==> config.mk <==
export PLATFORM = sky130hd
export DESIGN_NAME = bp_fe_cache_req_arbiter
export DESIGN_NICKNAME = d
export VERILOG_FILES = /design/src/rtl/bp_fe_cache_req_arbiter.sv
export SDC_FILE = /design/constraint.sdc
export NUM_CORES = 1
export LEC_CHECK = 0
export BUFFER_PORTS_ARGS = -buffer_cell sky130_fd_sc_hd__buf_2
export CORE_ASPECT_RATIO = 0.9
export CORE_MARGIN = 8
export CORE_UTILIZATION = 35
export DETAILED_ROUTE_END_ITERATION = 7
export GPL_TIMING_DRIVEN = 1
export PLACE_DENSITY = 0.66
export SLEW_MARGIN = 5
export SYNTH_ARGS = -nofsm -noshare
export SYNTH_HDL_FRONTEND = slang
export SYNTH_SLANG_ARGS = --single-unit
==> constraint.sdc <==
create_clock -name clk_i -period 2.7 [get_ports clk_i]
set_input_delay 0.135 -clock clk_i [delete_from_list [all_inputs] [get_ports clk_i]]
set_output_delay 0.135 -clock clk_i [all_outputs]
set_load 0.005 [all_outputs]
==> src/rtl/bp_fe_cache_req_arbiter.sv <==
// Arbitrates the single I$ cache-request port between the demand miss path and the
// next-line prefetcher, holding one registered request until the engine accepts it.
module bp_fe_cache_req_arbiter #(
    parameter int req_width_p          = 64,
    parameter int max_outstanding_p    = 4,
    parameter int pf_max_outstanding_p = 2,
    parameter int starve_limit_p       = 8,
    localparam int cnt_width_lp        = $clog2(max_outstanding_p + 1),
    localparam int starve_width_lp     = $clog2(starve_limit_p + 1)
) (
    input  logic                    clk_i,
    input  logic                    reset_n_i,
    input  logic [req_width_p-1:0]  demand_req_i,
    input  logic                    demand_v_i,
    output logic                    demand_yumi_o,
    input  logic [req_width_p-1:0]  pf_req_i,
    input  logic                    pf_v_i,
    output logic                    pf_yumi_o,
    output logic [req_width_p-1:0]  cache_req_o,
    output logic                    cache_req_v_o,
    input  logic                    cache_req_yumi_i,
    input  logic                    cache_req_lock_i,
    input  logic                    cache_req_credits_full_i,
    input  logic                    cache_req_done_i,
    output logic                    grant_pf_o,
    output logic [cnt_width_lp-1:0] outstanding_o,
    output logic                    err_o
);

    localparam logic [cnt_width_lp-1:0]    max_out_lp    = cnt_width_lp'(max_outstanding_p);
    localparam logic [cnt_width_lp-1:0]    pf_max_out_lp = cnt_width_lp'(pf_max_outstanding_p);
    localparam logic [cnt_width_lp-1:0]    cnt_one_lp    = cnt_width_lp'(1);
    localparam logic [starve_width_lp-1:0] starve_lim_lp = starve_width_lp'(starve_limit_p);
    localparam logic [starve_width_lp-1:0] starve_one_lp = starve_width_lp'(1);

    typedef enum logic [1:0] {
        e_idle = 2'd0,
        e_send = 2'd1,
        e_lock = 2'd2
    } state_e;

    state_e                     state_r;
    state_e                     state_n_s;
    logic [req_width_p-1:0]     req_r;
    logic                       v_r;
    logic                       grant_pf_r;
    logic [cnt_width_lp-1:0]    out_r;
    logic [cnt_width_lp-1:0]    out_n_s;
    logic                       err_r;
    logic                       err_n_s;
    logic [starve_width_lp-1:0] starve_r;
    logic [starve_width_lp-1:0] starve_n_s;

    logic cap_ok_s;
    logic pf_elig_s;
    logic starved_s;
    logic pick_pf_s;
    logic pf_yumi_s;
    logic demand_yumi_s;
    logic capture_s;
    logic inc_s;
    logic dec_s;

    // Capture eligibility and priority; reset gating keeps yumi low while reset is held.
    always_comb begin
        cap_ok_s      = reset_n_i
                      & (state_r == e_idle)
                      & ~cache_req_lock_i
                      & ~cache_req_credits_full_i
                      & (out_r < max_out_lp);
        pf_elig_s     = pf_v_i & (out_r < pf_max_out_lp);
        starved_s     = (starve_r == starve_lim_lp);
        pick_pf_s     = pf_elig_s & (starved_s | ~demand_v_i);
        pf_yumi_s     = cap_ok_s & pick_pf_s;
        demand_yumi_s = cap_ok_s & demand_v_i & ~pick_pf_s;
        capture_s     = pf_yumi_s | demand_yumi_s;
    end

    assign demand_yumi_o = demand_yumi_s;
    assign pf_yumi_o     = pf_yumi_s;

    // Next-state logic for the idle/send/lock issue sequence.
    always_comb begin
        state_n_s = state_r;
        case (state_r)
            e_idle: begin
                if (capture_s) state_n_s = e_send;
                else           state_n_s = e_idle;
            end
            e_send: begin
                if (cache_req_yumi_i) state_n_s = e_lock;
                else                  state_n_s = e_send;
            end
            e_lock: begin
                if (cache_req_lock_i) state_n_s = e_lock;
                else                  state_n_s = e_idle;
            end
            default: state_n_s = e_idle;
        endcase
    end

    // Starvation counter: counts demand wins over an eligible prefetch, saturating.
    always_comb begin
        starve_n_s = starve_r;
        if (pf_yumi_s) begin
            starve_n_s = '0;
        end else if (demand_yumi_s && pf_elig_s && !starved_s) begin
            starve_n_s = starve_r + starve_one_lp;
        end else begin
            starve_n_s = starve_r;
        end
    end

    // Outstanding fills and sticky underflow error; a done that coincides with an
    // accept cancels it even at zero.
    always_comb begin
        inc_s   = (state_r == e_send) & cache_req_yumi_i;
        dec_s   = cache_req_done_i & ((out_r != '0) | inc_s);
        out_n_s = out_r;
        case ({inc_s, dec_s})
            2'b10: begin
                if (out_r < max_out_lp) out_n_s = out_r + cnt_one_lp;
                else                    out_n_s = out_r;
            end
            2'b01:   out_n_s = out_r - cnt_one_lp;
            default: out_n_s = out_r;
        endcase
        err_n_s = err_r | (cache_req_done_i & (out_r == '0) & ~inc_s);
    end

    // State, counters and error flag.
    always_ff @(posedge clk_i or negedge reset_n_i) begin
        if (!reset_n_i) begin
            state_r  <= e_idle;
            v_r      <= 1'b0;
            out_r    <= '0;
            err_r    <= 1'b0;
            starve_r <= '0;
        end else begin
            state_r  <= state_n_s;
            v_r      <= (state_n_s == e_send);
            out_r    <= out_n_s;
            err_r    <= err_n_s;
            starve_r <= starve_n_s;
        end
    end

    // Request register: loads the winner's packet on capture, otherwise holds.
    always_ff @(posedge clk_i or negedge reset_n_i) begin
        if (!reset_n_i) begin
            req_r      <= '0;
            grant_pf_r <= 1'b0;
        end else if (capture_s) begin
            req_r      <= pf_yumi_s ? pf_req_i : demand_req_i;
            grant_pf_r <= pf_yumi_s;
        end else begin
            req_r      <= req_r;
            grant_pf_r <= grant_pf_r;
        end
    end

    assign cache_req_o   = req_r;
    assign cache_req_v_o = v_r;
    assign grant_pf_o    = grant_pf_r;
    assign outstanding_o = out_r;
    assign err_o         = err_r;

endmodule

* After elaboration in Yosys (flattened, before gate mapping)
Cells that the tools add are included.
Storage, ports and cells: bits in registers 76, bits of input ports 136, word-level logic and storage cells 59, output and inout port bits 72
Cells by class: reduce and logical (&&, ||, !) cells 9, $lt $le $gt $ge 2, add/sub/neg operators 3, eq/ne operators 7, multiplexer cells 9, bitwise gates (word level) 22
Operators with widths (count):
- 64-bit 2-to-1 mux | 1
- 1-bit bitwise AND | 13
- 4-bit 2-to-1 mux | 2
- 2-bit by 1-bit == test with 1-bit output (second input constant) | 3
- 2-bit one-hot mux with 3 select lines | 1
- 3-bit one-hot mux with 2 select lines | 1
- 1-bit NOT | 5
- 4-bit by 1-bit adder with 4-bit output (second input constant) | 1
- 2-bit == test (second input constant) | 2
- 4-bit == test (second input constant) | 1
- 2-bit 2-to-1 mux | 2
- 1-bit OR | 4
- 2-bit nonzero test | 2
- 3-bit by 1-bit adder with 3-bit output (second input constant) | 1
- 3-bit logical NOT | 1
- 3-bit by 2-bit less-than comparator with 1-bit output (second input constant) | 1
- 3-bit less-than comparator (second input constant) | 1
- 3-bit 2-to-1 mux | 1
- 3-bit nonzero test | 1
- 3-bit by 1-bit subtractor with 3-bit output (second input constant) | 1
- 1-bit logical AND | 2
- 2-bit logical NOT | 1
- 2-bit != test (second input constant) | 1
- 2-bit AND reduction | 1
- other kinds (2) | 2

* Depth between registers and ports, before layout
Gate-level depths: netlist of the first run.
depth after elaboration 11, mapped depth 8, mapped depth without buffers 7

* Least setup slack after synthesis of the first run
No wires, ideal clock.
path type register -> register, start point register state_r[0], end point register out_r[1] (netlist: outstanding_o[1]), stages on the path, launching flop included 8, required time 2.596 ns, data arrival time 1.908 ns, buffers on the path 1, path slack 0.688 ns, period minus slack after synthesis 2.012 ns, setup time 0.104 ns, path through dfrtp_1 nand3b_1 clkbuf_1 nand2_1 a21o_1 fa_1 a22o_1 a221oi_1
On the way: word-level cells in the longest chain between the ends 7, elaborated cells between the ends (all ways) 10, classes of those cells eq/ne (4); mux (1); bitwise (3); reduce/logical (2)
RTL lines:
- start, declared | RTL line 42 | state_e state_r;
- start signal, assigned | RTL line 134 | state_r <= e_idle;
- start signal, assigned | RTL line 140 | state_r <= state_n_s;
- 2-bit by 1-bit == test with 1-bit output * | RTL line 117 | inc_s = (state_r == e_send) & cache_req_yumi_i;
- 1-bit bitwise AND * | RTL line 117
- 1-bit OR | RTL line 118 | dec_s = cache_req_done_i & ((out_r != '0) | inc_s);
- 1-bit bitwise AND | RTL line 118
- 2-bit == test or 2-bit by 1-bit == test with 1-bit output (tied branches) | RTL line 120 | case ({inc_s, dec_s})
- 2-bit != test (no line) or 2-bit nonzero test (tied branches)
- 2-bit AND reduction (no line)
- end signal, assigned | RTL line 142 | out_r <= out_n_s;
- end, declared | RTL line 47 | logic [cnt_width_lp-1:0] out_r;
Mark *: on every way between the ends. The rest lies on a longest branch, timed or not. A chain may end at the register's enable or synchronous reset.

* Worst setup path in the final report of the first run
start point register out_r[2] (netlist: outstanding_o[2]), end point output port pf_yumi_o
On the way: word-level cells in the longest chain between the ends 4, elaborated cells between the ends (all ways) 6, classes of those cells order compare (2); bitwise (4)
RTL lines:
- 3-bit by 2-bit less-than comparator with 1-bit output | RTL line 71 | pf_elig_s = pf_v_i & (out_r < pf_max_out_lp);
- 1-bit bitwise AND | RTL line 71
- 1-bit bitwise AND | RTL line 73 | pick_pf_s = pf_elig_s & (starved_s | ~demand_v_i);
- 1-bit bitwise AND * | RTL line 74 | pf_yumi_s = cap_ok_s & pick_pf_s;
- end, declared | RTL line 18 | output logic pf_yumi_o,
Marks and branches as above.

==> qor.yml, run 1 <==
worst_setup_path:
  crit_arrival_ps: 2080
  worstPathCellList: "nor3b_4, o21a_2, and2_1, buf_2"
  crit_fanout: 22
  r2r_slack_ps: 600
  r2r-end: "outstanding_o[1]$_DFFE_PN0P_"
  reg2reg_depth: 6
  r2r-start: "state_r[0]$_DFF_PN0_"
  path_class: "flip-flop to primary output"
  cp-end-kind: "primary output"
  crit_required_ps: 2570
  cp-start-kind: "flip-flop"
  slowest_delay_ps: 520
  crit_path_top_delay_cell: "dfrtp_1"
finish:
  final_layout_size_suffix_gt1_share_pct: 38.0
  final_net_count: 769
  final_common_cell: "buf_2"
  diodes: 0
  area_growth_pct: 39.8
  regArea_sq_um: 1900
  layout_common_cells: "buf_2, nand3_1, dfrtp_1"
  design_area_sq_um: 5200
  n_fill_cell: 974
  multi_input_area_sq_um: 1620
placement:
  place_congestion: 0.832
  placed_area_sq_um: 4870
  dp_hpwl_microns: 9420
  io_buffers: 207
  place_ws_ps: 637
timing:
  fmax_mhz: 452
  setup_violations: 0
  skew_ps: 10.8
  final.min_clock_period_ps: 2210
  tns_ps: 0
  slew_viol_final: 0
  slew_headroom_pct: 34.4
  finalCritPeriodShare_pct: 81.9
  rsz0062_at_grt: "no"
  worst_pin_slew_ps: 984
  worst_slack_ps: 488
  hold_violations: 0
min_path:
  hp-class: "primary input to flip-flop"
  hold_start: "pf_req_i[25]"
  holdPathEnd: "cache_req_o[25]$_DFFE_PN0N_"
  hold_path_depth: 3
power_and_ir_drop:
  peakVddDrop_mv: 0.387
  power_mw: 4.98
  leakagePower_nw: 2.73
  powerDensity_nw_per_um2: 959
clock_tree:
  cts_sinks: 76
  clk_pin_slew_ps: 70
  cts-root-buf: "clkbuf_16"
  ctsHoldBuffers: 0
  numCtsBuffers: 9
  clk_path_buf_depth: 2
  cts-resized-gates: 0
  htree_levels: 3
  clkLatencyLatePin_ps: 330
  post_cts_buffers: 0
  cts_tree: "yes"
floorplan:
  dieArea_sq_um: 14200
  die_x_microns: 125
  die_y_microns: 114
  coreArea_sq_um: 10300
  rows: 35
  start_util_pct: 36.1
  ios: 208
routing:
  drtIter0Drc: 273
  first_pass_iters: 4
  num_vias: 4009
  ant_nets: 0
  wl_per_cell_microns: 16.9
  route.detailed.drc: 0
  via_per_inst: 5.25
  drt-total-wl_microns: 12900
logic_synthesis:
  synth_cell_types: 35
  synth_top_area_share_pct: 51.2
  syn_nets: 576
  ys.warnings.count: 0
  synth_seq_area_share_pct: 51.2
  synthCells: 437
  syn_area_sq_um: 3720
  synth_area_leaders: "dfrtp_1, nand3_1, nand2_1, buf_2, o21ai_0"
  yosysTopAreaCell: "dfrtp_1"
  avgSynthCellArea_sq_um: 8.50
  ys_seq_elements: 76
grt:
  grt_overflow: 0
  grt_pass1_wl_microns: 21000
  grt_pass1_vias: 4270
  grt_max_degree: 77
  track_usage_pct: 17.7
  antenna_found_initial: 0
status:
  status: "complete, no violations"
flow_run:
  cap_violations: 0
per-layer routing:
| layer | global-route usage, % | routed length [microns] | part of all wire, % | up-vias |
|---|---|---|---|---|
| met5 | 0 | 0 | 0 | - |
| met4 | 5.13 | 125 | 0.97 | 0 |
| met3 | 6.72 | 1350 | 10 | 11 |
| met2 | 28.7 | 5960 | 46 | 203 |
| met1 | 21.6 | 5500 | 43 | 1894 |
| li1 | - | - | - | 1901 |
worst max path at each step:
stage | start | to | slack [ps] | cells past startpoint
final | outstanding_o[2]$_DFFE_PN0P_ | pf_yumi_o | 490 | 4
after global routing | outstanding_o[2]$_DFFE_PN0P_ | pf_yumi_o | 390 | 4
after CTS | outstanding_o[2]$_DFFE_PN0P_ | pf_yumi_o | 470 | 4
after detailed placement | state_r[0]$_DFF_PN0_ | outstanding_o[1]$_DFFE_PN0P_ | 640 | 6
after global placement | outstanding_o[2]$_DFFE_PN0P_ | state_r[0]$_DFF_PN0_ | 690 | 4
after floorplan | state_r[0]$_DFF_PN0_ | outstanding_o[1]$_DFFE_PN0P_ | 690 | 7
metrics by stage:
stage,util (%),std cells,hold slack (ps)
floorplan,-,437,-161
finish,50.5,763,29.3
CTS,50.5,763,21.9
global placement,47.3,748,359
global route,50.5,763,23.1
detailed placement,47.3,748,364
area by class of cell:
class / count / share of cell area (%)
Clock inverter: 4 / 1.40
Sequential cell: 76 / 36.6
Multi-Input combinational cell: 317 / 31.1
Clock buffer: 11 / 4.86
Tap cell: 129 / 3.11
Inverter: 7 / 0.506
Timing Repair Buffer: 219 / 22.4
state kept, by name, indices dropped and copies added (netlist names):
register / flops
cache_req_o: 64
cache_req_v_o: 1
err_o: 1
grant_pf_o: 1
outstanding_o: 3
starve_r: 4
state_r: 2
synth_stat cells:
cell / instances
buf_6: 1
nand3_2: 1
nor3_1: 1
or4_1: 1
clkbuf_1: 12
a21oi_1: 1
o21a_1: 1
nand3b_1: 1
nor3b_4: 1
a41o_1: 1
and2_1: 3
or3_1: 1
inv_1: 7
nor4b_4: 1
a221oi_1: 1
nand2_1: 72
a22o_1: 1
and3_1: 1
fa_1: 1
nand3_1: 195
o31ai_1: 1
o211ai_1: 1
buf_2: 21
nor3b_1: 1
o21ai_0: 9
nand2b_1: 2
a32oi_1: 1
o21ai_2: 1
and3b_1: 1
buf_4: 3
ha_1: 2
a21o_1: 2
dfrtp_1: 76
nor2_1: 10
o21ai_1: 2
critical path, delay by kind of cell, from the launching register on:
family	cells	cell delay (ps)
and+or+nand+nor	2	590
DFF	1	520
AOI/OAI and AO/OA	1	520
buffers and inverters	1	120
power by group:
part,switching (mW),internal (mW)
registers,0.321,1.64
clock network,0.455,0.853
logic,0.932,0.784
total,1.71,3.27
logic make-up after synthesis:
kind of cell	synth area share, %
and+or+nand+nor	38.1
adders and majority gates	1.21
DFF	51.2
AOI/OAI and AO/OA	3.84
buffers and inverters	5.66
No activity file was read; power rests on OpenSTA's default activity.
==> run 2: changes to the inputs <==
--- a/config.mk
+++ b/config.mk
@@ -5,13 +5,14 @@
 export SDC_FILE = /design/constraint.sdc
 export NUM_CORES = 1
 export LEC_CHECK = 0
+export ABC_AREA = 1
 export BUFFER_PORTS_ARGS = -buffer_cell sky130_fd_sc_hd__buf_2
 export CORE_ASPECT_RATIO = 0.9
 export CORE_MARGIN = 8
 export CORE_UTILIZATION = 35
 export DETAILED_ROUTE_END_ITERATION = 7
 export GPL_TIMING_DRIVEN = 1
-export PLACE_DENSITY = 0.66
+export PLACE_DENSITY = 0.67
 export SLEW_MARGIN = 5
 export SYNTH_ARGS = -nofsm -noshare
 export SYNTH_HDL_FRONTEND = slang
==> constraint.sdc (replaced) <==
create_clock -name clk_i -period 2.14 [get_ports clk_i]
set_input_delay 0.107 -clock clk_i [delete_from_list [all_inputs] [get_ports clk_i]]
set_output_delay 0.107 -clock clk_i [all_outputs]
set_load 0.005 [all_outputs]
==> qor.yml, run 2 <==
logic_synthesis:
  synth_seq_area_share_pct: 54.0
  syn_area_sq_um: 3520
  avgSynthCellArea_sq_um: 8.32
  ys_dominant_reg_cell: "dfrtp_1"
  synth-edff-count: 0
  synth_cell_types: 19
  syn_nets: 562
  ys.warnings.count: 0
  synth.most_common_cell: "nand3_1"
  ys_seq_elements: 76
  yosys-top-cells-count: "nand3_1, nand2_1, dfrtp_1"
  synth_async_sr_flop_share_pct: 100
  synthCells: 423
  yosysTopAreaCell: "dfrtp_1"
  synth_area_leaders: "dfrtp_1, nand3_1, nand2_1, buf_2, buf_6"
  synth_top_area_share_pct: 54.0
min_path:
  hp-class: "primary input to asynchronous set/reset pin"
timing:
  slew_headroom_pct: 34.4
  hold_violations: 6
  skew_ps: 16.0
  holdWs_ps: -7.69
  slew_viol_final: 0
  tns_ps: 0
  final.min_clock_period_ps: 2040
  finalCritPeriodShare_pct: 95.5
  fmax_mhz: 490
  rsz0062_at_grt: "no"
  setup_violations: 0
  worst_pin_slew_ps: 984
worst_setup_path:
  slowest_delay_ps: 780
  path_class: "flip-flop to flip-flop"
  worstPathCellList: "nor2_1, nand4_1, nor2_2, nand2_1, nand3_1"
  crit_path_top_delay_cell: "nor2_2"
  r2r_slack_ps: 100
  crit_required_ps: 2410
  crit_fanout: 18
  cp-start-kind: "flip-flop"
  r2r-start: "state_r[0]$_DFF_PN0_"
  crit_arrival_ps: 2320
  reg2reg_depth: 5
  cp-end-kind: "flip-flop"
  r2r-end: "cache_req_o[14]$_DFFE_PN0N_"
power_and_ir_drop:
  leakagePower_nw: 3.18
  peakVddDrop_mv: 0.489
  powerDensity_nw_per_um2: 918
floorplan:
  start_util_pct: 36.1
  die_x_microns: 122
  ios: 208
  rows: 34
  dieArea_sq_um: 13500
  coreArea_sq_um: 9740
  die_y_microns: 111
clock_tree:
  cts_tree: "yes"
  cts_sinks: 76
  clk_pin_slew_ps: 80
  htree_levels: 3
  cts-root-buf: "clkbuf_8"
  numCtsBuffers: 9
  clkLatencyLatePin_ps: 350
  clk_path_buf_depth: 2
routing:
  first_pass_iters: 5
  wl_per_cell_microns: 16.9
  via_per_inst: 5.03
  ant_nets: 0
  drtIter0Drc: 324
  route.detailed.drc: 0
  num_vias: 4437
  drt-total-wl_microns: 14900
finish:
  final_common_cell: "buf_2"
  layout_common_cells: "buf_2, nand3_1, nand2_1"
  area_growth_pct: 73.4
  final_layout_size_suffix_gt1_share_pct: 31.3
  largest_reg_flops: 64
  final_util_pct: 62.7
  final_net_count: 888
placement:
  io_buffers: 207
  place_congestion: 0.829
  dp_hpwl_microns: 8620
grt:
  grt_max_degree: 77
  grt_overflow: 0
  grt_pass1_vias: 4627
  antenna_found_initial: 2
  track_usage_pct: 21.6
  grt_pass1_wl_microns: 23600
status:
  status: "finished, violations left"
  violations: "hold timing"
flow_run:
  cap_violations: 0
## run 2: cell types whose count changed after synthesis, moves of 3 or more
cell	previous run	this run
and2_1	3	0
buf_2	21	15
buf_6	1	5
clkbuf_1	12	6
inv_1	7	13
nand2_1	72	137
nand3_1	195	140
o21ai_0	9	6
xor2_1	0	3
## run 2: area by class of cell
| class | count | area (sq um) |
|---|---|---|
| Antenna cell | 2 | 5.00 |
| Timing Repair Buffer | 342 | 2390 |
| Clock buffer | 10 | 128 |
| Multi-Input combinational cell | 306 | 1430 |
| Clock inverter | 6 | 41.3 |
| Tap cell | 126 | 158 |
| Fill cell | 780 | 3640 |
| Sequential cell | 76 | 1900 |
| Inverter | 14 | 52.6 |
## run 2: timing repair
| action | CTS | global route |
|---|---|---|
| pin swaps | 1 | 0 |
| endpoints found under the hold margin | 66 | 2 |
| hold buffers | 124 | 3 |
| gates cloned | 1 | 0 |
| resized for setup | 1 | 2 |
| setup endpoints to repair | 2 | 2 |
| setup buffers | 1 | 0 |
## run 2: critical path: cells and delay by family, from the launching register on
family           cells  cell delay [ps]
AND/OR/NAND/NOR      5             1570
flip-flops           1              410
## run 2: through the flow
stage | power [mW] | setup slack (ps) | std cells | instance area (sq um)
4_1_cts | 5.63 | 124 | 877 | 6060
6_report | 5.60 | 97.3 | 882 | 6100
2_1_floorplan | 3.34 | 692 | 423 | 3520
3_5_place_dp | 4.44 | 22.8 | 735 | 4630
5_1_grt | 6.05 | 3.20 | 881 | 6100
3_3_place_gp | 4.35 | 62.0 | 735 | 4630
## run 2: worst max path at each step
stage / startpoint / endpoint / slack [ps] / cells past startpoint
after detailed placement: starve_r[0]$_DFFE_PN0P_ / demand_yumi_o / 20 / 7
final: state_r[0]$_DFF_PN0_ / cache_req_o[14]$_DFFE_PN0N_ / 100 / 5
after global placement: starve_r[0]$_DFFE_PN0P_ / demand_yumi_o / 60 / 7
after floorplan: starve_r[0]$_DFFE_PN0P_ / cache_req_o[10]$_DFFE_PN0N_ / 690 / 8
after CTS: starve_r[0]$_DFFE_PN0P_ / demand_yumi_o / 120 / 7
after global routing: state_r[0]$_DFF_PN0_ / cache_req_o[14]$_DFFE_PN0N_ / 3 / 5
## run 2: layer usage
metal / vias to the layer above / global-route usage [%] / share of wire, %
li1: 2052 / - / -
met1: 2056 / 25.0 / 39
met2: 281 / 33.7 / 46
met3: 46 / 8.86 / 11
met4: 2 / 10.3 / 3.5
met5: - / 0 / 0.074
## run 2: logic make-up after synthesis
family	after synthesis	share of synthesized area, %
simple gates	288	35.9
xor+xnor	3	0.747
buf+inv	42	6.29
flops	76	54.0
compound gates	11	1.78
fa+ha+maj	3	1.28
## run 2: report_power, final
group | switching (mW) | leakage (nW) | internal, mW
clock | 0.558 | 0.0783 | 0.420
sequential | 0.402 | 0.950 | 2.10
combinational | 1.04 | 2.15 | 1.08
==> run 3: changes to the inputs <==
--- a/config.mk
+++ b/config.mk
@@ -5,14 +5,14 @@
 export SDC_FILE = /design/constraint.sdc
 export NUM_CORES = 1
 export LEC_CHECK = 0
-export ABC_AREA = 1
-export BUFFER_PORTS_ARGS = -buffer_cell sky130_fd_sc_hd__buf_2
+export ABC_AREA = 0
+export BUFFER_PORTS_ARGS = -buffer_cell sky130_fd_sc_hd__buf_4
 export CORE_ASPECT_RATIO = 0.9
 export CORE_MARGIN = 8
 export CORE_UTILIZATION = 35
 export DETAILED_ROUTE_END_ITERATION = 7
 export GPL_TIMING_DRIVEN = 1
-export PLACE_DENSITY = 0.67
+export PLACE_DENSITY = 0.66
 export SLEW_MARGIN = 5
 export SYNTH_ARGS = -nofsm -noshare
 export SYNTH_HDL_FRONTEND = slang
==> qor.yml, run 3 (synthesis results as in run 1) <==
power_and_ir_drop:
  p_seq_share_pct: 37.0
  pwr-share-comb_pct: 38.8
  pwr-share-clk_pct: 24.2
  p_int_mw: 4.51
  leakagePower_nw: 2.92
  peakVddDrop_mv: 0.611
  swShare_pct: 33.0
  power.switching_mw: 2.22
  powerDensity_nw_per_um2: 1160
grt:
  grt_overflow: 0
  grt_max_degree: 77
  grt_pass1_vias: 4345
  antenna_found_initial: 0
  grt_pass1_wl_microns: 22200
  track_usage_pct: 18.8
finish:
  final_net_count: 779
  final_layout_size_suffix_gt1_share_pct: 37.8
  largest_reg_flops: 64
  area_growth_pct: 55.6
  final_common_cell: "buf_4"
  final_cells: 774
  n_fill_cell: 928
  layout_common_cells: "buf_4, nand3_1, dfrtp_1"
  diodes: 0
min_path:
  hold_start: "pf_req_i[31]"
  holdPathEnd: "cache_req_o[31]$_DFFE_PN0N_"
  hp-class: "primary input to flip-flop"
  hold_path_depth: 3
worst_setup_path:
  cp-end-kind: "primary output"
  crit_fanout: 18
  cp-startpoint: "starve_r[0]$_DFFE_PN0P_"
  path_buf_inv: 3
  crit_required_ps: 2030
  r2r-end: "outstanding_o[1]$_DFFE_PN0P_"
  slowest_delay_ps: 400
  r2r-start: "outstanding_o[2]$_DFFE_PN0P_"
  cp-start-kind: "flip-flop"
  path_class: "flip-flop to primary output"
  cp_top_family: "simple AND/OR/NAND/NOR gates"
  r2r_slack_ps: 130
  crit_arrival_ps: 1950
  crit_path_top_delay_cell: "dfrtp_1"
  cp_common_cell: "buf_4"
  worstPathCellList: "inv_1, ha_1, and3b_1, o21a_2, buf_4, and2_1, buf_4"
  reg2reg_depth: 5
routing:
  first_pass_iters: 4
  ant_nets: 0
  drt-total-wl_microns: 13500
  route.detailed.drc: 0
  drtIter0Drc: 325
  num_vias: 4087
  wl_per_cell_microns: 17.5
  via_per_inst: 5.28
clock_tree:
  numCtsBuffers: 9
  htree_levels: 3
  cts-resized-gates: 0
  clk_pin_slew_ps: 60
  clk_path_buf_depth: 2
  clkLatencyLatePin_ps: 320
  cts-root-buf: "clkbuf_16"
  cts_sinks: 76
  cts_tree: "yes"
placement:
  place_inst: 750
  io_buffers: 207
  dp_hpwl_microns: 9660
  place_congestion: 0.765
floorplan:
  dieArea_sq_um: 14200
  die_x_microns: 125
  die_y_microns: 114
  coreArea_sq_um: 10300
  ios: 208
  start_util_pct: 36.1
  rows: 35
timing:
  skew_ps: 11.9
  rsz0062_at_grt: "no"
  holdWs_ps: 8.28
  slew_headroom_pct: 34.0
  tns_ps: 0
  worst_pin_slew_ps: 990
  hold_violations: 0
  setup_violations: 0
  fmax_mhz: 486
  final.min_clock_period_ps: 2060
  finalCritPeriodShare_pct: 96.1
  slew_viol_final: 0
flow_run:
  cap_violations: 0
status:
  status: "complete, no violations"
[run 3: cell count changes in the layout (fill, tap and decap cells not counted), sizes merged, moves of 3 or more]
cell | before | now
buf | 215 | 223
dlygate4sd3 | 127 | 6
o21ai | 6 | 12
and2 | 0 | 3
nand3 | 140 | 196
nand2 | 137 | 72
xor2 | 3 | 0
inv | 14 | 7
[run 3: final cells by class]
class	instances	area [sq um]	share of cell area [%]
flip-flops and latches	76	1900	32.9
repair buffers	229	1760	30.4
multi-input cells	317	1620	27.9
clock buffers	12	246	4.26
well taps	129	161	2.79
clock inverters	4	72.6	1.25
inverters	7	26.3	0.454
[run 3: stage by stage]
| step | setup WS [ps] | power [mW] | area [sq um] | utilization [%] |
|---|---|---|---|---|
| 2_1_floorplan | 128 | 3.54 | 3720 | - |
| 3_3_place_gp | 239 | 5.07 | 5390 | 52.4 |
| 3_5_place_dp | 112 | 5.14 | 5390 | 52.4 |
| 4_1_cts | 9.09 | 6.81 | 5760 | 56.0 |
| 5_1_grt | 0.326 | 7.22 | 5780 | 56.2 |
| 6_report | 84.3 | 6.73 | 5780 | 56.2 |
[run 3: worst max-delay path by stage]
stage,slack [ps],endpoint,cells after the start
2_1_floorplan,130,outstanding_o[1]$_DFFE_PN0P_,7
3_3_place_gp,240,outstanding_o[1]$_DFFE_PN0P_,5
3_5_place_dp,110,outstanding_o[1]$_DFFE_PN0P_,5
4_1_cts,9,pf_yumi_o,5
5_1_grt,0.3,outstanding_o[1]$_DFFE_PN0P_,5
6_report,80,pf_yumi_o,7
[run 3: per-layer routing]
metal / vias to the layer above / routed length [microns] / track usage, %
met5: - / 0 / 0
met2: 181 / 6360 / 29.9
met3: 11 / 1350 / 7.51
met1: 1969 / 5680 / 23.7
met4: 0 / 119 / 4.09
li1: 1926 / - / -
[run 3: power groups by stage]
stage          Clock, mW  Sequential [mW]  Combinational [mW]
4_1_cts             1.67             2.49                2.64
6_report            1.63             2.49                2.61
2_1_floorplan          0             2.48                1.06
3_5_place_dp           0             2.50                2.64
3_3_place_gp           0             2.47                2.60
5_1_grt             1.74             2.58                2.91
[run 3: timing repair]
item / in CTS / in global routing
cloned: 0 / 0
setup buffers: 0 / 2
endpoints found under the setup margin: 1 / 2
pin swaps: 1 / 1
endpoints found under the hold margin: 6 / 1
hold buffers: 5 / 1
[run 3: tightest hold or removal path: stages]
cell and delay [ps]:
buf_4 80, nand3_1 50, nand3_1 60
